--- src/rtl/cpu_xfer_pkg.sv ---
// Shared definitions for the register-transfer controller: op encodings and
// the transfer sequencing state.
package cpu_xfer_pkg;

  localparam logic [1:0] OP_MOV = 2'b00;
  localparam logic [1:0] OP_LDI = 2'b01;
  localparam logic [1:0] OP_CLR = 2'b10;
  localparam logic [1:0] OP_NOP = 2'b11;

  typedef enum logic [1:0] {
    IDLE  = 2'b00,
    DRIVE = 2'b01,
    LATCH = 2'b10,
    DONE  = 2'b11
  } xfer_state_t;

  // Ops that end in a register write (or clear) during LATCH.
  function automatic logic op_writes(input logic [1:0] op);
    return (op != OP_NOP);
  endfunction

  // Ops that put a value on the shared bus during DRIVE/LATCH.
  function automatic logic op_drives_bus(input logic [1:0] op);
    return (op == OP_MOV) || (op == OP_LDI);
  endfunction

endpackage

--- src/rtl/rr_arb2.sv ---
// Two-way round-robin arbiter. Purely combinational; the priority pointer
// is owned by the caller. rr selects the winner only when both request.
module rr_arb2 (
  input  logic [1:0] req,
  input  logic       rr,
  output logic [1:0] gnt,
  output logic       gnt_id
);

  // Single requester wins outright; a tie is broken by the pointer.
  always_comb begin
    gnt = 2'b00;
    unique case (req)
      2'b01:   gnt = 2'b01;
      2'b10:   gnt = 2'b10;
      2'b11:   gnt = rr ? 2'b10 : 2'b01;
      default: gnt = 2'b00;
    endcase
  end

  // Index of the granted requester (0 when nothing is granted).
  always_comb begin
    gnt_id = gnt[1];
  end

endmodule

--- src/rtl/reg_xfer_ctrl.sv ---
// Register-transfer controller: arbitrates fetch/execute transfer commands
// and sequences the shared bus and register En/CLR strobes so each accepted
// command becomes exactly one register write or clear.
module reg_xfer_ctrl
  import cpu_xfer_pkg::*;
#(
  parameter int unsigned NREG = 4,
  parameter int unsigned W    = 8,
  parameter int unsigned IW   = $clog2(NREG)
) (
  input  logic                 CLK,
  input  logic                 CLR_n,
  input  logic [1:0]           req_valid,
  output logic [1:0]           req_ready,
  input  logic [1:0][1:0]      req_op,
  input  logic [1:0][IW-1:0]   req_src,
  input  logic [1:0][IW-1:0]   req_dst,
  input  logic [1:0][W-1:0]    req_imm,
  output logic                 bus_oe,
  output logic                 bus_imm_sel,
  output logic [IW-1:0]        bus_src,
  output logic [W-1:0]         bus_imm,
  output logic [NREG-1:0]      reg_en,
  output logic                 reg_clr,
  output logic                 busy,
  output logic                 done,
  output logic                 done_id
);

  xfer_state_t   state_q, state_d;
  logic          rr_q, rr_d;
  logic [1:0]    op_q, op_d;
  logic [IW-1:0] src_q, src_d;
  logic [IW-1:0] dst_q, dst_d;
  logic [W-1:0]  imm_q, imm_d;
  logic          gid_q, gid_d;

  logic [1:0]    gnt;
  logic          gnt_id;
  logic          hs;
  logic          bus_phase;

  rr_arb2 u_arb (
    .req    (req_valid),
    .rr     (rr_q),
    .gnt    (gnt),
    .gnt_id (gnt_id)
  );

  // Grant is only offered from IDLE, and never while reset is asserted.
  always_comb begin
    req_ready = '0;
    if (state_q == IDLE) begin
      req_ready = gnt & {2{CLR_n}};
    end
  end

  always_comb begin
    hs = |(req_valid & req_ready);
  end

  // State, pointer and captured command registers.
  always_ff @(posedge CLK or negedge CLR_n) begin
    if (!CLR_n) begin
      state_q <= IDLE;
      rr_q    <= 1'b0;
      op_q    <= OP_MOV;
      src_q   <= '0;
      dst_q   <= '0;
      imm_q   <= '0;
      gid_q   <= 1'b0;
    end else begin
      state_q <= state_d;
      rr_q    <= rr_d;
      op_q    <= op_d;
      src_q   <= src_d;
      dst_q   <= dst_d;
      imm_q   <= imm_d;
      gid_q   <= gid_d;
    end
  end

  // Next-state sequencing and command capture at handshake.
  always_comb begin
    state_d = state_q;
    rr_d    = rr_q;
    op_d    = op_q;
    src_d   = src_q;
    dst_d   = dst_q;
    imm_d   = imm_q;
    gid_d   = gid_q;
    unique case (state_q)
      IDLE: begin
        if (hs) begin
          op_d    = req_op[gnt_id];
          src_d   = req_src[gnt_id];
          dst_d   = req_dst[gnt_id];
          imm_d   = req_imm[gnt_id];
          gid_d   = gnt_id;
          state_d = DRIVE;
        end
      end
      DRIVE: state_d = LATCH;
      LATCH: state_d = DONE;
      DONE: begin
        rr_d    = ~gid_q;
        state_d = IDLE;
      end
      default: state_d = IDLE;
    endcase
  end

  always_comb begin
    bus_phase = (state_q == DRIVE) || (state_q == LATCH);
  end

  // Output decode from registered state and captured command.
  always_comb begin
    bus_oe      = 1'b0;
    bus_imm_sel = 1'b0;
    bus_src     = '0;
    bus_imm     = '0;
    reg_en      = '0;
    reg_clr     = 1'b0;
    busy        = (state_q != IDLE);
    done        = 1'b0;
    done_id     = 1'b0;
    if (bus_phase && op_drives_bus(op_q)) begin
      bus_oe = 1'b1;
      if (op_q == OP_LDI) begin
        bus_imm_sel = 1'b1;
        bus_imm     = imm_q;
      end else begin
        bus_src = src_q;
      end
    end
    if ((state_q == LATCH) && op_writes(op_q)) begin
      // An out-of-range dst matches no bit, so the command completes silently.
      for (int unsigned i = 0; i < NREG; i++) begin
        if (32'(dst_q) == i) begin
          reg_en[i] = 1'b1;
        end
      end
      reg_clr = (op_q == OP_CLR);
    end
    if (state_q == DONE) begin
      done    = 1'b1;
      done_id = gid_q;
    end
  end

endmodule

--- config.mk ---
export PLATFORM = sky130hd
export DESIGN_NAME = reg_xfer_ctrl
export DESIGN_NICKNAME = d
export VERILOG_FILES = /design/src/rtl/cpu_xfer_pkg.sv /design/src/rtl/rr_arb2.sv /design/src/rtl/reg_xfer_ctrl.sv
export SDC_FILE = /design/constraint.sdc
export NUM_CORES = 1
export LEC_CHECK = 0
export CAP_MARGIN = 20
export CORE_ASPECT_RATIO = 0.5
export CORE_MARGIN = 3
export CORE_UTILIZATION = 41
export DETAILED_ROUTE_END_ITERATION = 10
export GPL_TIMING_DRIVEN = 0
export HOLD_SLACK_MARGIN = 0.06
export PLACE_DENSITY_LB_ADDON = 0.3
export SYNTH_ARGS = -nofsm -noshare
export SYNTH_HDL_FRONTEND = slang
export SYNTH_HIERARCHICAL = 1
export SYNTH_SLANG_ARGS = --single-unit
--- constraint.sdc ---
create_clock -name CLK -period 1.8 [get_ports CLK]
set_clock_uncertainty 0.05 [all_clocks]
set_input_delay 0.36 -clock CLK [delete_from_list [all_inputs] [get_ports CLK]]
set_output_delay 0.36 -clock CLK [all_outputs]
set_load 0.02 [all_outputs]
==> results of run 1 <==
-- final cells by class --
cell class | instances | area [um2]
sequential | 18 | 450.4
multi-input combinational | 65 | 718.2
tap | 37 | 46.29
inverter | 6 | 22.52
timing repair buffer | 67 | 654.4
clock buffer | 3 | 41.29
fill | 182 | 676.9
buffer | 5 | 57.56
-- worst max-delay path: stages, from the launching register on --
cell and delay, ns:
dfrtp_1 0.37, inv_2 0.07, ha_4 0.26, nor2b_4 0.21, buf_8 0.14, and3_4 0.18, buf_6 0.11
-- timing repair --
action / CTS / global route
hold buffers: 1 / 0
cloned: 1 / 1
resized for setup: 126 / 16
setup endpoints to repair: 39 / 33
pin swaps: 3 / 2
setup buffers: 8 / 3
hold endpoints to repair: 18 / 0
-- how the worst max path moves through the flow --
stage                         to  slack (ns)  cells past startpoint
global placement    req_ready[1]       -0.98                      3
CTS                   bus_imm[1]       -0.19                      6
global route          bus_imm[1]       -0.28                      6
floorplan             bus_imm[0]        0.02                      5
finish                bus_imm[1]       -0.21                      6
detailed placement  req_ready[0]       -1.02                      3
-- power groups by stage --
stage          registers, mW  logic [mW]  clock network [mW]
6_report               0.797        1.85               0.277
5_1_grt                0.826        1.98               0.306
4_1_cts                0.789        1.70               0.282
2_1_floorplan          0.713       0.936                   0
3_3_place_gp           0.754        1.41                   0
3_5_place_dp           0.771        1.44                   0
-- layout by cell type, fill, tap and decap left out, types with 2 or more instances in the layout --
| master | netlist | final |
|---|---|---|
| clkdlybuf4s50_1 | 0 | 28 |
| mux2_2 | 20 | 20 |
| dfrtp_1 | 18 | 18 |
| buf_6 | 2 | 15 |
| buf_4 | 1 | 13 |
| mux2_4 | 10 | 10 |
| and3_1 | 9 | 6 |
| buf_2 | 0 | 4 |
| and3_4 | 0 | 3 |
| nor2_1 | 3 | 3 |
| inv_2 | 1 | 3 |
| and3b_1 | 3 | 3 |
| inv_1 | 5 | 3 |
| clkbuf_8 | 0 | 3 |
| dlygate4sd2_1 | 0 | 3 |
| buf_8 | 0 | 2 |
| nand2_1 | 2 | 2 |
| and3_2 | 2 | 2 |
| and2_1 | 2 | 2 |
| buf_12 | 1 | 2 |
| mux2i_1 | 2 | 2 |
| ha_4 | 0 | 2 |
| clkbuf_2 | 0 | 2 |
| a21boi_2 | 0 | 2 |
-- registers in the layout, indices dropped and copies added, names as in the netlist --
name     count
op_q         2
gid_q        1
src_q        2
state_q      2
imm_q        8
rr_q         1
dst_q        2
-- cell families (layout without fill, tap and decap cells) --
group | Yosys count | in the layout | synth area share
AO/OA/AOI/OAI | 5 | 5 | 0.03407
adder cells (fa/ha/maj) | 4 | 4 | 0.04260
multiplexers | 32 | 32 | 0.3365
flip-flops | 18 | 18 | 0.3834
AND/OR/NAND/NOR | 24 | 24 | 0.1353
buffers and inverters | 12 | 81 | 0.06816
-- through the flow --
step	util	instance area, um2
after floorplan	-	1181
after global placement	0.6590	1758
after detailed placement	0.6590	1758
after CTS	0.7134	1903
after global routing	0.7462	1991
final	0.7462	1991
-- per-layer routing --
metal | track usage | vias to the layer above
li1 | - | 472
met1 | 0.1977 | 477
met2 | 0.3350 | 23
met3 | 0.03942 | 4
met4 | 0.02980 | 0
met5 | 0 | -
==> results.toml, run 1 <==
[outcome]
status = "finished with violations"
violations = "setup timing"

[clocking]
cts_num_sinks = 18
clockBufferDepth = 2
h-tree-depth = 1
cts-buffers-inserted = 3
cts_tree = "yes"
cts-root-buf = "clkbuf_8"
cts.clk_slew.worst_paths_ns = 0.07
clock_latency_ns = 0.25

[critical_path]
path_class = "flop to output port"
rrSetupSlack_ns = 0.08
rr_worst_depth = 8
cp-end-kind = "output port"
cp.required_ns = 1.39
start_kind = "flop"
startpoint = "state_q[0]"
cp_max_fo = 5
r2r-end = "src_q[0]"
cp.arrival_ns = 1.60
r2r-start = "rr_q"

[sta]
grt_setup_unrepaired = "yes"
tns_ns = -2.611
drv_slew = 0
worst_slew_pin_slew_ns = 0.8497
period_minus_slack_ns = 2.009
post-route-period-util = 1.116
fmax_mhz = 497.7
hold_viol_final = 0
relSlewSlack = 0.4317
timing.hold.ws_ns = 0.4610
setup_viol = 17
finalWorstSetupSlack_ns = -0.2092

[global_routing]
grt_pass1_wl_mm = 4.664
gr-total-overflow = 0
antenna_found_initial = 0
first_global_vias = 984
grt_start_max_net_pins = 19
grt_usage = 0.1728

[power]
p_total_mw = 2.922
p_comb_frac = 0.632
clkPwrFrac = 0.095
p_sw_mw = 1.081
switching_share = 0.3698
p_per_area_mw_per_mm2 = 1468
internal_power_mw = 1.842
ir_drop_mv = 0.7197
leakagePower_nw = 0.9386
seq_power_share = 0.273

[detailed_routing]
routed_via_density = 4.856
dr_wl_met3_um = 129
drt-pass1-iter-count = 4
wl_met2_mm = 1.560
met1_length_mm = 1.196
drc_errors = 0
post_drt_wl_per_cell_um = 14.57
first_iter_violations = 26
wl_mm = 2.929
dr_total_vias = 976
ant_nets = 0
top_layer = "met4"

[final_layout]
fin_nets = 202
drive_gt1_frac = 0.5488
antenna_cells = 0
stdcell_count = 201
synthToLayoutAreaGrowth_pct = 69.44

[floorplan]
fp.dieW_um = 81.71
die_h_um = 43.85
die_area_mm2 = 0.003583
num_rows = 13
core_area_mm2 = 0.002668
start_util = 0.4404
ios = 54

[synthesis]
ys.flop_type = "dfrtp_1"
synth_edf_count = 0
ys_types = 24
syn_avg_cell_area_um2 = 12.37
ys_ff_latch = 18
synth-async-reset-ratio = 1.000
yosysTopAreaCell = "dfrtp_1"
yosys.cell_count.top_type = "mux2_2"
synthesis.area_mm2 = 0.001175
ys_seq_area_frac = 0.3834
synth.net_count = 131
synthTopCellsByCount = "20 x mux2_2, 18 x dfrtp_1, 10 x mux2_4"
synthCells = 95
ys.warnings.count = 6
synth.area.top_cells = "dfrtp_1 38%, mux2_2 19%, mux2_4 13%"
yosysTopAreaCellShare = 0.3834

[min_path]
hold_end = "src_q[0]"
min_from = "src_q[0]"
worst_hold_path.num_cells = 1
hold_class = "flop to flop"

[placement]
hpwlAfterDp_mm = 2.063
dp_slack_ns = -1.018
placed_cells = 185
numPortBuffers = 53
gp_congestion = 0.6713

[job]
drv_cap = 0
No activity file was read; power rests on OpenSTA's default activity.
==> run 2: changes to the inputs <==
Settings changed: CTS_CLUSTER_SIZE from default to 12.
==> results of run 2 <==
The final DEF is identical to that of run 1; final timing and power are the same.
